===== src/rtl/ws2812b_in_module_pkg.sv =====
// ws2812b receive decoder: shared constants and types.
// Transmit-side constants live here too so both ends agree.
package ws2812b_in_module_pkg;

  localparam int WORD_W = 24;

  localparam int DEF_BIT_THRESHOLD = 5;
  localparam int DEF_HIGH_MIN      = 2;
  localparam int DEF_HIGH_MAX      = 12;
  localparam int DEF_RET_MIN       = 200;
  localparam int DEF_CNT_WIDTH     = 9;

  localparam int CYCLES_SHORT = 4;
  localparam int CYCLES_LONG  = 6;
  localparam int CYCLES_RET   = 451;

  typedef logic [WORD_W-1:0] word_t;

  typedef enum logic [1:0] {
    ST_SYNC,
    ST_IDLE,
    ST_HIGH,
    ST_LOW
  } rx_state_t;

endpackage


===== src/rtl/ws2812b_in_module_if.sv =====
// ws2812b receive decoder: decoded-word valid/ready channel.
// The decoder is master, the word consumer is slave.
interface ws2812b_in_module_if;
  import ws2812b_in_module_pkg::*;

  word_t word_out;
  logic  word_valid;
  logic  word_ready;

  modport master (
    output word_out,
    output word_valid,
    input  word_ready
  );

  modport slave (
    input  word_out,
    input  word_valid,
    output word_ready
  );

endinterface


===== src/rtl/ws2812b_in_module_pulse_meter.sv =====
// ws2812b_pulse_meter: line synchronizer, edge detect and
// saturating level-width counter.
module ws2812b_pulse_meter #(
  parameter int CNT_WIDTH = 9
) (
  input  logic                 clk,
  input  logic                 resetn,
  input  logic                 din,
  output logic                 level,
  output logic                 rise,
  output logic                 fall,
  output logic [CNT_WIDTH-1:0] cnt
);

  logic s1;
  logic s;
  logic s_q;
  logic edge_s;

  always_ff @(posedge clk) begin
    if (!resetn) begin
      s1  <= 1'b0;
      s   <= 1'b0;
      s_q <= 1'b0;
    end else begin
      s1  <= din;
      s   <= s1;
      s_q <= s;
    end
  end

  assign edge_s = s ^ s_q;
  assign rise   = s & ~s_q;
  assign fall   = ~s & s_q;
  assign level  = s;

  // On an edge cycle cnt still holds the width of the level just ended.
  always_ff @(posedge clk) begin
    if (!resetn) begin
      cnt <= '0;
    end else if (edge_s) begin
      cnt <= CNT_WIDTH'(1);
    end else if (cnt != '1) begin
      cnt <= cnt + 1'b1;
    end
  end

endmodule


===== src/rtl/ws2812b_in_module.sv =====
// ws2812b receive decoder: pulse classification FSM, MSB-first
// shifter and single-entry output word register.
module ws2812b_in_module
  import ws2812b_in_module_pkg::*;
#(
  parameter int CYCLES_BIT_THRESHOLD = DEF_BIT_THRESHOLD,
  parameter int CYCLES_HIGH_MIN      = DEF_HIGH_MIN,
  parameter int CYCLES_HIGH_MAX      = DEF_HIGH_MAX,
  parameter int CYCLES_RET_MIN       = DEF_RET_MIN,
  parameter int CYCLES_CNT_WIDTH     = DEF_CNT_WIDTH
) (
  input  logic                clk,
  input  logic                resetn,
  input  logic                ws2812b_in,
  ws2812b_in_module_if.master word_if,
  output logic                frame_end,
  output logic                bit_error,
  output logic                overflow
);

  localparam int CW = CYCLES_CNT_WIDTH;
  localparam logic [CW-1:0] THR_C = CW'(CYCLES_BIT_THRESHOLD);
  localparam logic [CW-1:0] MIN_C = CW'(CYCLES_HIGH_MIN);
  localparam logic [CW-1:0] MAX_C = CW'(CYCLES_HIGH_MAX);
  localparam logic [CW-1:0] RET_C = CW'(CYCLES_RET_MIN);
  localparam logic [4:0] LAST_BIT = 5'(WORD_W - 1);

  logic          level;
  logic          rise;
  logic          fall;
  logic [CW-1:0] cnt;

  rx_state_t state;
  rx_state_t state_n;
  word_t     sr;
  word_t     sr_n;
  logic [4:0] bitnum;

  logic do_shift;
  logic discard;
  logic fe_c;
  logic err_c;
  logic complete;
  logic load;

  ws2812b_pulse_meter #(
    .CNT_WIDTH(CW)
  ) u_meter (
    .clk   (clk),
    .resetn(resetn),
    .din   (ws2812b_in),
    .level (level),
    .rise  (rise),
    .fall  (fall),
    .cnt   (cnt)
  );

  always_ff @(posedge clk) begin
    if (!resetn) state <= ST_SYNC;
    else         state <= state_n;
  end

  always_comb begin
    state_n  = state;
    do_shift = 1'b0;
    discard  = 1'b0;
    fe_c     = 1'b0;
    err_c    = 1'b0;
    unique case (state)
      ST_SYNC: begin
        if (!level && !fall && cnt >= RET_C)
          state_n = ST_IDLE;
      end
      ST_IDLE: begin
        if (rise) state_n = ST_HIGH;
      end
      ST_HIGH: begin
        if (cnt > MAX_C) begin
          err_c   = 1'b1;
          discard = 1'b1;
          state_n = ST_SYNC;
        end else if (fall) begin
          do_shift = (cnt >= MIN_C);
          state_n  = ST_LOW;
        end
      end
      ST_LOW: begin
        if (rise) begin
          state_n = ST_HIGH;
        end else if (cnt >= RET_C) begin
          fe_c    = 1'b1;
          err_c   = (bitnum != 5'd0);
          discard = 1'b1;
          state_n = ST_IDLE;
        end
      end
      default: state_n = ST_SYNC;
    endcase
  end

  assign sr_n     = {sr[WORD_W-2:0], cnt >= THR_C};
  assign complete = do_shift && (bitnum == LAST_BIT);
  assign load     = complete &&
                    (!word_if.word_valid || word_if.word_ready);

  assign frame_end = resetn && fe_c;
  assign bit_error = resetn && err_c;
  assign overflow  = resetn && complete && !load;

  always_ff @(posedge clk) begin
    if (!resetn) begin
      sr     <= '0;
      bitnum <= '0;
    end else if (discard) begin
      sr     <= '0;
      bitnum <= '0;
    end else if (do_shift) begin
      sr     <= sr_n;
      bitnum <= complete ? 5'd0 : bitnum + 5'd1;
    end
  end

  always_ff @(posedge clk) begin
    if (!resetn) begin
      word_if.word_out   <= '0;
      word_if.word_valid <= 1'b0;
    end else if (load) begin
      word_if.word_out   <= sr_n;
      word_if.word_valid <= 1'b1;
    end else if (word_if.word_valid && word_if.word_ready) begin
      word_if.word_valid <= 1'b0;
    end
  end

endmodule


===== src/flat_wrapper.sv =====
// flat-port wrapper written by rule: the top's interface ports become plain ports
module ws2812b_in_module_flat import ws2812b_in_module_pkg::*;
#(
  parameter int CYCLES_BIT_THRESHOLD = DEF_BIT_THRESHOLD,
  parameter int CYCLES_HIGH_MIN      = DEF_HIGH_MIN,
  parameter int CYCLES_HIGH_MAX      = DEF_HIGH_MAX,
  parameter int CYCLES_RET_MIN       = DEF_RET_MIN,
  parameter int CYCLES_CNT_WIDTH     = DEF_CNT_WIDTH
)
  (clk, resetn, ws2812b_in, frame_end, bit_error, overflow, word_if_word_out, word_if_word_valid, word_if_word_ready);
  ws2812b_in_module_if word_if_i ();
  input  logic clk;
  input  logic resetn;
  input  logic ws2812b_in;
  output logic frame_end;
  output logic bit_error;
  output logic overflow;
  output wire logic [$bits(word_if_i.word_out)-1:0] word_if_word_out;
  output wire logic [$bits(word_if_i.word_valid)-1:0] word_if_word_valid;
  input wire logic [$bits(word_if_i.word_ready)-1:0] word_if_word_ready;
  assign word_if_word_out = word_if_i.word_out;
  assign word_if_word_valid = word_if_i.word_valid;
  assign word_if_i.word_ready = word_if_word_ready;
  ws2812b_in_module #(.CYCLES_BIT_THRESHOLD(CYCLES_BIT_THRESHOLD), .CYCLES_HIGH_MIN(CYCLES_HIGH_MIN), .CYCLES_HIGH_MAX(CYCLES_HIGH_MAX), .CYCLES_RET_MIN(CYCLES_RET_MIN), .CYCLES_CNT_WIDTH(CYCLES_CNT_WIDTH)) u_core (.clk(clk), .resetn(resetn), .ws2812b_in(ws2812b_in), .word_if(word_if_i), .frame_end(frame_end), .bit_error(bit_error), .overflow(overflow));
endmodule

===== config.mk =====
export PLATFORM = sky130hd
export DESIGN_NAME = ws2812b_in_module_flat
export DESIGN_NICKNAME = d
export VERILOG_FILES = /design/src/rtl/ws2812b_in_module_pkg.sv /design/src/rtl/ws2812b_in_module_if.sv /design/src/rtl/ws2812b_in_module_pulse_meter.sv /design/src/rtl/ws2812b_in_module.sv /design/src/flat_wrapper.sv
export SDC_FILE = /design/constraint.sdc
export NUM_CORES = 1
export LEC_CHECK = 0
export ABC_AREA = 1
export BUFFER_PORTS_ARGS = -buffer_cell sky130_fd_sc_hd__buf_2
export CAP_MARGIN = 15
export CORE_UTILIZATION = 62
export DETAILED_ROUTE_END_ITERATION = 6
export PLACE_DENSITY = 0.95
export SETUP_SLACK_MARGIN = 0.02
export SLEW_MARGIN = 25
export SYNTH_ARGS = -nofsm -noshare
export SYNTH_HDL_FRONTEND = slang
export SYNTH_SLANG_ARGS = --single-unit

===== constraint.sdc =====
create_clock -name clk -period 2.7 [get_ports clk]
set_input_delay 0.135 -clock clk [delete_from_list [all_inputs] [get_ports clk]]
set_output_delay 0.135 -clock clk [all_outputs]
set_load 0.02 [all_outputs]

# == Yosys cells after proc, flatten, opt, wreduce, memory -nomap -nowiden ==
# Index checks and enable logic that the tools add are counted.
# totals
ff_bits,67
input_bits,4
out_inout_bits,28
word_cells,75
# classes
addsub,2
magnitude_cmp,4
eq_ne,9
mux,23
bitwise_logic,6
reduce_logical,21
# ops
op,n
1-bit two-way mux,13
2-bit two-way mux,6
9-bit by 1-bit adder with 9-bit output (second input constant),1
9-bit by 2-bit greater-or-equal comparator with 1-bit output (second input constant),1
9-bit by 3-bit greater-or-equal comparator with 1-bit output (second input constant),1
9-bit by 8-bit greater-or-equal comparator with 1-bit output (second input constant),1
9-bit by 4-bit greater-than comparator with 1-bit output (second input constant),1
1-bit logical AND,9
9-bit != test (second input constant),1
2-bit one-hot mux with 4 select lines,1
3-bit by 1-bit != test with 1-bit output (second input constant),2
5-bit by 1-bit adder with 5-bit output (second input constant),1
5-bit == test (second input constant),1
5-bit two-way mux,1
5-bit nonzero test,1
2-bit == test (second input constant),2
1-bit logical NOT,4
2-bit by 1-bit != test with 1-bit output (second input constant),2
1-bit one-hot mux with 2 select lines,2
4-bit AND reduction,1
2-bit nonzero test,2
2-bit OR reduction,2
1-bit NOT,3
1-bit bitwise AND,2
4 further kinds,4

# == Depth between registers and ports, before layout ==
# Gate-level depths: netlist of run 1.
# logic_depth
ltp_word,9
depth_mapped,11
ltp_nobuf,11

# == Hierarchy ==
# A second synthesis of run 1 with hierarchy kept.
# hier_totals
cells_unflattened,489
area_unflattened_um2,3216.8
# modules_own_cells
module,n_inst,cells_each,area_per_inst_um2,seq_area_each_um2
ws2812b_in_module,1,407,2637.5,1101.1
ws2812b_pulse_meter,1,82,579.3,240.2

# == Worst setup path after synthesis of run 1 ==
# No wires, ideal clock.
# synth_timing
kind,flip-flop to output port
startpoint,register u_core.bitnum[0]
endpoint,output port overflow
arrival_time_ns,1.638
required_ns,2.565
slack_ns,0.927
path_stages_with_launch,6
n_path_buf,0
cell_sequence,dfxtp_1 -> ha_1 -> nand2_1 -> nor3_1 -> nand3_1 -> nor3_1
# synth_between
elab_chain_len,5
elab_cells_between_ends,6
classes_between,eq/ne: 1; reduce/logical: 5
# synth_lines
element,line,text
start: declaration,ws2812b_in_module.sv:37,logic [4:0] bitnum;
start signal: assignment,ws2812b_in_module.sv:119,bitnum <= complete ? 5'd0 : bitnum + 5'd1;
5-bit == test *,ws2812b_in_module.sv:102,assign complete = do_shift && (bitnum == LAST_BIT);
1-bit logical AND *,ws2812b_in_module.sv:102,
1-bit logical AND,ws2812b_in_module.sv:103,assign load = complete &&
1-bit logical NOT,ws2812b_in_module.sv:108,assign overflow = resetn && complete && !load;
1-bit logical AND *,ws2812b_in_module.sv:108,
end: declaration,flat_wrapper.sv:17,output logic overflow;
# Mark *: on every way between the ends. The rest lies on a longest branch, timed or not.

# == Final worst setup path of run 1 ==
# layout_timing
startpoint,register u_core.u_meter.s_q
endpoint,output port bit_error
# layout_between
elab_chain_len,5
# layout_lines
element,line,text
start: declaration,ws2812b_in_module_pulse_meter.sv:17,logic s_q;
start signal: assignment,ws2812b_in_module_pulse_meter.sv:28,s_q <= s;
1-bit NOT,ws2812b_in_module_pulse_meter.sv:33,assign rise = s & ~s_q;
1-bit bitwise AND,ws2812b_in_module_pulse_meter.sv:33,
1-bit two-way mux,ws2812b_in_module.sv:88,if (rise) begin
1-bit one-hot mux with 2 select lines,ws2812b_in_module.sv:69,unique case (state)
1-bit logical AND,ws2812b_in_module.sv:107,assign bit_error = resetn && err_c;
end: declaration,flat_wrapper.sv:16,output logic bit_error;
# No other way between the ends.

==> results_dict.tcl, run 1 <==
set metrics [dict create \
    status "finished, final reports clean" \
    synth_seq_cells 67 \
    fp-row-count 24 \
    synth_top_family_by_area "simple AND/OR/NAND/NOR gates" \
    power.density_nw_per_um2 643 \
    synth_ff_type "dfxtp_1" \
    place_congestion 0.926 \
    syn_to_final_growth_pct 12.5 \
    yosysWarningCount 0 \
    worst_slew_pin_slew_ns 0.626 \
    p_int_mw 1.53 \
    seq_area_um2 1340 \
    synth_area_leaders "dfxtp_1 (45%), nor2_1 (15%), nand2_1 (11%)" \
    swShare_pct 28.8 \
    synth_xor_area_share_pct 0 \
    cts_tree "built" \
    diodes 0 \
    cts_setup_buffers 0 \
    finalSetupViolCount 0 \
    wl_per_cell_um 12.6 \
    p_sw_uw 618 \
    min_period_ns 2.32 \
    track_usage_pct 29.0 \
    drt-initial-drc-count 212 \
    vdd.ir_drop.worst_mv 0.450 \
    overflow 0 \
    hold_path_class "in -> reg" \
    fill_cells 309 \
    synth_area_leader_cell "dfxtp_1" \
    nets 471 \
    syn_avg_cell_area_um2 6.96 \
    synth_edf_count 0 \
    final.setup.tns_ns 0 \
    antenna_found_initial 0 \
    clk_latency_ns 0.36 \
    required_ns 2.57 \
    min_period_over_period_pct 86.1 \
    multi_input_area_um2 1340 \
    finClkSkew_ns 0.0144 \
    power.total_mw 2.15 \
    critPathArrivalTime_ns 2.19 \
    synthAdderAreaFrac_pct 3.80 \
    cp_max_fo 2 \
    core_um2 4470 \
    p_leak_nw 1.69 \
    muxShareOfSynthArea_pct 0 \
    yosys.area.top_type_share_pct 45.2 \
    dp_hpwl_mm 4.04 \
    die_h_um 71.2 \
    ctsLongestPathBuffers 2 \
    syn_inst 426 \
    synth_compound_area_share_pct 7.72 \
    htreeDepth 3 \
    rsz0062_at_grt "no" \
    layout_common_cells "nor2_1 (122), nand2_1 (85), dfxtp_1 (67), inv_1 (52), buf_2 (31)" \
    cts.sinks 67 \
    max_cap_viol_count 0 \
    yosys.area_share.simple_pct 33.8 \
    grt_max_degree 47 \
    crit_type "reg -> out" \
    num_vias 2776 \
    dieArea_um2 5060 \
    drive_above_1_share_pct 13.0 \
    seq_area_frac_synth_pct 45.2 \
    clock.fmax_mhz 430 \
    maxSlewViolCount 0 \
    grt_pass1_wl_mm 11.6 \
    drc 0 \
    slew_headroom_pct 58.1 \
    stdcell_area_um2 3340 \
    layout_commonest_cell "nor2_1" \
    pin_count 32 \
    syn_area_um2 2970 \
    pwr-share-clk_pct 40.9 \
    dpl_cell_area_um2 3120 \
    initial_core_util_pct 66.3 \
    ctsResizeCount 0 \
    synth_cell_type_count 27 \
    cts.clk_slew.worst_paths_ns 0.08 \
    syn_nets 439 \
    synthArstFlopShare_pct 0 \
    wl_mm 6.48 \
    cp-start-kind "register" \
    seqPwrFrac_pct 48.4 \
    grt_pass1_vias 2660 \
    first_pass_iters 7 \
    cts_buffers 9 \
    die_x_um 71.2 \
    post_drt_via_cell_ratio 5.39 \
    cp-end-kind "output port" \
    p_comb_share_pct 10.8 \
    buffer_ports.inserted 31 \
    hold_violations 0 \
    ant_nets 0 \
    clock-root-buffer "clkbuf_8" \
]
critical path, cell delays in order (launching register included):
cell     delay, ns
dfxtp_1       0.34
inv_1         0.07
ha_1          0.21
nor3_1        0.28
nand3_1       0.18
nand2_1       0.18
nand2_1       0.08
a41oi_1       0.26
buf_2         0.22
stage by stage:
step / util, % / std cells / hold slack, ns / setup WS (ns)
2_1_floorplan: - / 426 / 0.233 / 0.927
3_3_place_gp: 69.8 / 498 / 0.318 / 0.715
3_5_place_dp: 69.8 / 498 / 0.319 / 0.573
4_1_cts: 74.6 / 515 / 0.167 / 0.409
5_1_grt: 74.6 / 515 / 0.215 / 0.267
6_report: 74.6 / 515 / 0.173 / 0.376
power by group through the flow:
stage	Combinational (mW)	Sequential, mW	Clock (mW)
floorplan	0.181	1.05	0
global placement	0.206	1.06	0
detailed placement	0.215	1.06	0
CTS	0.227	1.04	0.881
global route	0.258	1.04	0.919
finish	0.231	1.04	0.877
cell type report:
class | count | area share [%]
inverters | 54 | 6.07
well taps | 52 | 1.95
multi-input cells | 292 | 40.2
repair buffers | 34 | 5.40
clock inverters | 7 | 2.44
clock buffers | 9 | 3.71
flip-flops and latches | 67 | 40.2
registers in the layout, summed over array words and instances, names as in the netlist:
register and cells:
u_core.bitnum 5, u_core.word_if.word_valid 1, u_core.u_meter.level 1, u_core.u_meter.s_q 1
u_core.state 2, u_core.u_meter.cnt 9, u_core.u_meter.s1 1, u_core.word_if.word_out 24
u_core.sr 23
cells by family (layout without fill, tap and decap cells):
logic type / count (synthesis) / count (layout)
and+or+nand+nor: 239 / 239
DFF: 67 / 67
buffers and inverters: 67 / 104
AOI/OAI and AO/OA: 44 / 44
adders and majority gates: 9 / 9
routing by layer:
metal / track usage (%) / vias up / share of wire (%)
met1: 34.6 / 1281 / 43
met5: 0 / - / 0
met2: 49.3 / 102 / 48
met3: 7.98 / 22 / 6.2
li1: - / 1371 / -
met4: 12.0 / 0 / 2.2
Yosys cell counts (3+ instances only):
cell type	count
dfxtp_1	67
inv_1	52
nor2_1	122
o21ai_1	19
ha_1	9
nor3_1	9
buf_2	4
nor2_2	3
a21oi_1	12
o21ai_0	10
nand3_1	9
nand2_1	85
nor2_4	4
timing repair:
item / in CTS / in global routing
setup endpoints to repair: 0 / 0
hold buffers: 1 / 0
hold endpoints to repair: 1 / 0
path summary, 6_finish.rpt:
check | from | endpoint | slack [ns] | cells after the start
worst min-delay path | resetn | u_core.u_meter.cnt[0] | 0.17 | 3
worst min register to register | u_core.u_meter.s1 | u_core.u_meter.level | 0.40 | 2
worst max-delay path | u_core.u_meter.s_q | bit_error | 0.38 | 8
worst max register to register | u_core.bitnum[1] | u_core.word_if.word_out[16] | 0.50 | 6
No activity file was read; power rests on OpenSTA's default activity.
==> run 2: changes to the inputs <==
--- a/config.mk
+++ b/config.mk
@@ -5,12 +5,11 @@
 export SDC_FILE = /design/constraint.sdc
 export NUM_CORES = 1
 export LEC_CHECK = 0
-export ABC_AREA = 1
 export BUFFER_PORTS_ARGS = -buffer_cell sky130_fd_sc_hd__buf_2
 export CAP_MARGIN = 15
 export CORE_UTILIZATION = 62
 export DETAILED_ROUTE_END_ITERATION = 6
-export PLACE_DENSITY = 0.95
+export PLACE_DENSITY = 0.94
 export SETUP_SLACK_MARGIN = 0.02
 export SLEW_MARGIN = 25
 export SYNTH_ARGS = -nofsm -noshare
==> results_dict.tcl, run 2 <==
set metrics [dict create \
    synth_area_leader_cell "dfxtp_1" \
    final.setup.tns_ns 0 \
    die_h_um 72.4 \
    track_usage_pct 26.7 \
    rr_endpoint "u_core.word_if.word_out[20]" \
    htreeDepth 3 \
    max_cap_viol_count 0 \
    syn_inst 345 \
    grt_pass1_wl_mm 10.8 \
    p_sw_uw 443 \
    drive_above_1_share_pct 22.0 \
    syn_area_um2 3080 \
    instances_no_fill 435 \
    p_comb_share_pct 2.6 \
    post_drt_via_cell_ratio 6.16 \
    synth_seq_cells 67 \
    ctsLongestPathBuffers 2 \
    diodes 0 \
    synth_edf_count 0 \
    top_regs "u_core.word_if.word_out: 24 flops, u_core.sr: 23 flops, u_core.u_meter.cnt: 9 flops" \
    dp.cells 418 \
    cts_tree "built" \
    swShare_pct 23.5 \
    hold_violations 0 \
    cp-start-kind "register" \
    initial_core_util_pct 64.7 \
    crit_type "reg -> out" \
    vdd.ir_drop.worst_mv 0.360 \
    pwr-share-clk_pct 44.2 \
    cp-end-kind "output port" \
    core_um2 4750 \
    syn_avg_cell_area_um2 8.92 \
    layout_commonest_cell "dfxtp_1" \
    min_period_over_period_pct 90.1 \
    hold_path_class "in -> reg" \
    place_congestion 0.795 \
    p_leak_nw 1.20 \
    cts.sinks 67 \
    yosys.area.top_type_share_pct 43.6 \
    cp_max_fo 16 \
    seqPwrFrac_pct 53.1 \
    setup_ws_ns 0.267 \
    top_register "u_core.word_if.word_out" \
    nets 376 \
    post-route-util_pct 71.6 \
    grt_max_degree 36 \
    maxSlewViolCount 0 \
    crit_end "overflow" \
    power.density_nw_per_um2 553 \
    fp-row-count 25 \
    pin_count 32 \
    synthArstFlopShare_pct 0 \
    synth_most_common_cell "dfxtp_1" \
    die_x_um 72.4 \
    finalSetupViolCount 0 \
    overflow 0 \
    r2r-start "u_core.u_meter.level" \
    antenna_found_initial 0 \
    yosysWarningCount 0 \
    worst_slew_pin_slew_ns 0.937 \
    clock-root-buffer "clkbuf_8" \
    ys_top_cells_by_count "dfxtp_1 (67), o21ai_0 (49), a21oi_1 (36), nand3_1 (29), nand4_1 (27)" \
    post-place-ws_ns 0.556 \
    rsz0062_at_grt "no" \
    layout_common_cells "dfxtp_1 (67), o21ai_0 (49), a21oi_1 (36), buf_2 (31), nand3_1 (29)" \
    required_ns 2.57 \
    rrSetupSlack_ns 0.48 \
    slew_headroom_pct 37.5 \
    grt_pass1_vias 2438 \
    synth_ff_type "dfxtp_1" \
    p_int_mw 1.44 \
    finClkSkew_ns 0.00782 \
    clock.fmax_mhz 411 \
    syn_nets 358 \
    synth_area_leaders "dfxtp_1 (44%), o21ai_0 (8.0%), a21oi_1 (5.9%)" \
    buffer_ports.inserted 31 \
    synth_cell_type_count 47 \
    syn_to_final_growth_pct 10.7 \
    drt-initial-drc-count 224 \
    clk_latency_ns 0.34 \
    drc 0 \
    status "finished, final reports clean" \
    min_period_ns 2.43 \
    dieArea_um2 5250 \
    largest_reg_flops 24 \
    crit_start "u_core.u_meter.level" \
    seq_area_frac_synth_pct 43.6 \
    critPathArrivalTime_ns 2.30 \
    rr_worst_depth 7 \
    wl_mm 6.53 \
    wl_per_cell_um 15.0 \
    first_pass_iters 5 \
    dp_hpwl_mm 4.04 \
    cts_buffers 9 \
    hold_ws_ns 0.0807 \
    num_vias 2678 \
    ctsResizeCount 0 \
    cts.clk_slew.worst_paths_ns 0.07 \
    ant_nets 0 \
]
[run 2: changes by cell type in the layout (fill, tap and decap cells not counted), sizes merged, moves of 4 or more]
cell and change:
a21oi +44, and2 +4, buf +5, inv -48, nand2 -78, nand3 +21, nand4 +24, nor2 -116
nor3 -9, o21ai +20, xor2 +5
[run 2: worst max-delay path, stage by stage (launching register included)]
cell     delay [ns]
dfxtp_1        0.32
inv_1          0.09
ha_1           0.20
o41a_1         0.26
and2_1         0.48
nand3_1        0.19
nor3_1         0.20
buf_2          0.20
[run 2: final cells by class]
type | count | area (um^2)
fill | 362 | 1350
clock buffer | 9 | 124
sequential | 67 | 1340
inverter | 9 | 33.8
timing repair buffer | 39 | 218
clock inverter | 7 | 77.6
multi-input combinational | 237 | 1530
tap | 67 | 83.8
[run 2: cell families after synthesis]
family          Yosys count  share of synthesized area (%)
compound gates          116                           23.5
simple gates            104                           20.2
flops                    67                           43.6
buf+inv                  41                           6.79
fa+ha+maj                 9                           3.66
xor+xnor                  7                           1.99
mux                       1                          0.325
[run 2: worst min path at each step]
stage | end | slack (ns) | cells past startpoint | startpoint
after floorplan | u_core.u_meter.level | 0.26 | 1 | resetn
after global placement | u_core.u_meter.s1 | 0.35 | 2 | ws2812b_in
after detailed placement | u_core.u_meter.s1 | 0.35 | 2 | ws2812b_in
after CTS | u_core.state[0] | 0.07 | 3 | resetn
after global routing | u_core.state[0] | 0.1 | 3 | resetn
final | u_core.state[0] | 0.08 | 3 | resetn
[run 2: routing by layer]
layer | global-route usage, % | wire (um) | up-vias | share of wire (%)
met1 | 32.5 | 2910 | 1264 | 44
met2 | 45.0 | 3150 | 98 | 48
met5 | 0 | 0 | - | 0
met3 | 4.72 | 325 | 19 | 5.0
li1 | - | - | 1297 | -
met4 | 14.2 | 148 | 0 | 2.3
[run 2: power by group through the flow]
stage               clock network [mW]  logic (mW)  registers (mW)
floorplan                            0      0.0408            1.02
global placement                     0      0.0465            1.02
detailed placement                   0      0.0478            1.02
CTS                              0.843      0.0494            1.00
global route                     0.885      0.0552            1.00
finish                           0.833      0.0493            1.00
[run 2: stage by stage]
| stage | power, mW | area [um^2] |
|---|---|---|
| final | 1.88 | 3400 |
| after global routing | 1.94 | 3400 |
| after CTS | 1.89 | 3400 |
| after detailed placement | 1.07 | 3190 |
| after global placement | 1.07 | 3190 |
| after floorplan | 1.06 | 3080 |
[run 2: what timing repair did]
action,4_1_cts,5_1_grt
setup endpoints to repair,0,0
hold endpoints to repair,1,0
setup buffers,0,0
hold buffers,1,0
==> run 3: changes to the inputs <==
--- a/config.mk
+++ b/config.mk
@@ -7,9 +7,11 @@
 export LEC_CHECK = 0
 export BUFFER_PORTS_ARGS = -buffer_cell sky130_fd_sc_hd__buf_2
 export CAP_MARGIN = 15
-export CORE_UTILIZATION = 62
+export CELL_PAD_IN_SITES_DETAIL_PLACEMENT = 1
+export CELL_PAD_IN_SITES_GLOBAL_PLACEMENT = 2
+export CORE_UTILIZATION = 32
 export DETAILED_ROUTE_END_ITERATION = 6
-export PLACE_DENSITY = 0.94
+export PLACE_DENSITY = 0.85
 export SETUP_SLACK_MARGIN = 0.02
 export SLEW_MARGIN = 25
 export SYNTH_ARGS = -nofsm -noshare
==> constraint.sdc (replaced) <==
create_clock -name clk -period 2 [get_ports clk]
set_input_delay 0.1 -clock clk [delete_from_list [all_inputs] [get_ports clk]]
set_output_delay 0.1 -clock clk [all_outputs]
set_load 0.02 [all_outputs]
==> results_dict.tcl, run 3 (synthesized netlist as in run 2, its figures left out) <==
set metrics [dict create \
    diodes 0 \
    cts_buffers 9 \
    clock-root-buffer "clkbuf_8" \
    rsz0062_at_grt "yes" \
    overflow 0 \
    crit_start "u_core.u_meter.cnt[4]" \
    die_h_um 100 \
    hold_violations 0 \
    first_pass_iters 4 \
    critPathArrivalTime_ns 1.85 \
    cts.clk_slew.worst_paths_ns 0.08 \
    layout_common_cells "dfxtp_1 (56), o21ai_0 (49), a21oi_1 (35), buf_2 (30), nand3_1 (28)" \
    vdd.ir_drop.worst_mv 0.332 \
    dp_hpwl_mm 4.95 \
    drt-initial-drc-count 118 \
    r2r-start "u_core.u_meter.cnt[4]" \
    maxSlewViolCount 0 \
    slowest_stage "or4_4" \
    initial_core_util_pct 33.1 \
    finalSetupViolCount 0 \
    crit_end "bit_error" \
    rr_endpoint "u_core.sr[21]" \
    cts_tree "built" \
    final.setup.tns_ns 0 \
    seqPwrFrac_pct 49.8 \
    cts.sinks 67 \
    cp-start-kind "register" \
    syn_to_final_growth_pct 21.6 \
    swShare_pct 23.2 \
    max_stage_delay_ns 0.57 \
    clock.fmax_mhz 513 \
    dpl_cell_area_um2 3380 \
    worst_slew_pin_slew_ns 0.813 \
    pin_count 32 \
    top_register "u_core.word_if.word_out" \
    p_sw_uw 628 \
    wl_per_cell_um 15.4 \
    place_congestion 0.817 \
    htreeDepth 3 \
    largest_reg_flops 24 \
    p_int_mw 2.07 \
    cp-end-kind "output port" \
    wl_mm 7.92 \
    status "finished, final reports clean" \
    buffer_ports.inserted 31 \
    ctsLongestPathBuffers 2 \
    antenna_found_initial 0 \
    crit_type "reg -> out" \
    num_vias 2718 \
    core_um2 9280 \
    track_usage_pct 17.0 \
    pwr-share-clk_pct 47.0 \
    post_drt_via_cell_ratio 5.29 \
    p_leak_nw 1.31 \
    rr_worst_depth 6 \
    fp-row-count 35 \
    dieArea_um2 10000 \
    required_ns 1.90 \
    hold_path_class "in -> reg" \
    ant_nets 0 \
    rrSetupSlack_ns 0.09 \
    clk_latency_ns 0.36 \
    dp.cells 490 \
    stdcell_area_um2 3740 \
    path_cells "or3_4, a31oi_4, or4_4, a21oi_4, buf_6" \
    slew_headroom_pct 45.7 \
    power.density_nw_per_um2 722 \
    min_period_over_period_pct 97.4 \
    finClkSkew_ns 0.0116 \
    top_regs "u_core.word_if.word_out: 24 flops, u_core.sr: 23 flops, u_core.u_meter.cnt: 9 flops" \
    grt_max_degree 34 \
    cp_max_fo 5 \
    layout_commonest_cell "dfxtp_1" \
    nets 393 \
    p_comb_share_pct 3.2 \
    grt_pass1_wl_mm 13.2 \
    instances_no_fill 514 \
    grt_pass1_vias 2580 \
    max_cap_viol_count 0 \
    drc 0 \
    die_x_um 100 \
    min_period_ns 1.95 \
    drive_above_1_share_pct 30.9 \
]
run 3: changes by cell type in the layout (fill, tap and decap cells not counted), sizes merged:
cell    before  now
inv         10    9
clkinv       4    3
clkbuf       9   10
buf         38   55
bufinv       1    2
run 3: how the worst min path moves through the flow:
stage | startpoint | end | cells past startpoint
global placement | ws2812b_in | u_core.u_meter.s1 | 2
global route | resetn | u_core.state[0] | 3
detailed placement | ws2812b_in | u_core.u_meter.s1 | 2
floorplan | resetn | u_core.u_meter.level | 1
finish | resetn | u_core.state[0] | 3
CTS | resetn | u_core.state[0] | 3
run 3: stage by stage:
step           hold WS, ns  setup slack [ns]  util [%]  power, mW
6_report            0.0648            0.0525      40.3       2.70
5_1_grt             0.0512           -0.0306      40.3       2.80
4_1_cts             0.0489            0.0204      39.7       2.73
3_5_place_dp         0.311            0.0694      36.4       1.46
3_3_place_gp         0.309            0.0830      36.4       1.46
2_1_floorplan        0.222             0.140         -       1.43
run 3: final cells by class:
class / count / area, um^2
clock inverter: 6 / 90.1
multi-input combinational: 237 / 1570
timing repair buffer: 56 / 389
sequential: 67 / 1370
fill: 1113 / 5540
clock buffer: 10 / 128
tap: 129 / 161
inverter: 9 / 33.8
run 3: timing repair:
action,in CTS,in global routing
setup buffers,3,4
hold buffers,1,0
cloned,0,0
pin swaps,2,7
endpoints found under the setup margin,2,10
gates resized for setup,21,8
hold endpoints to repair,1,0
run 3: critical path, delay by kind of cell, from the launching register on:
kind | cells | cell delay [ns]
and+or+nand+nor | 2 | 0.70
DFF | 1 | 0.39
AOI/OAI and AO/OA | 2 | 0.26
buffers and inverters | 1 | 0.14
run 3: routing by layer:
layer | GRT usage, % | vias to the layer above | routed length [um]
li1 | - | 1320 | -
met1 | 23.1 | 1351 | 3860
met2 | 25.5 | 37 | 3660
met3 | 4.11 | 10 | 254
met4 | 7.69 | 0 | 151
met5 | 0 | - | 0
run 3: power by group through the flow:
stage          Clock, mW  Combinational, mW  Sequential, mW
2_1_floorplan          0             0.0551            1.38
3_3_place_gp           0             0.0770            1.38
3_5_place_dp           0             0.0772            1.38
4_1_cts             1.29             0.0852            1.35
5_1_grt             1.35             0.0958            1.35
6_report            1.27             0.0856            1.35
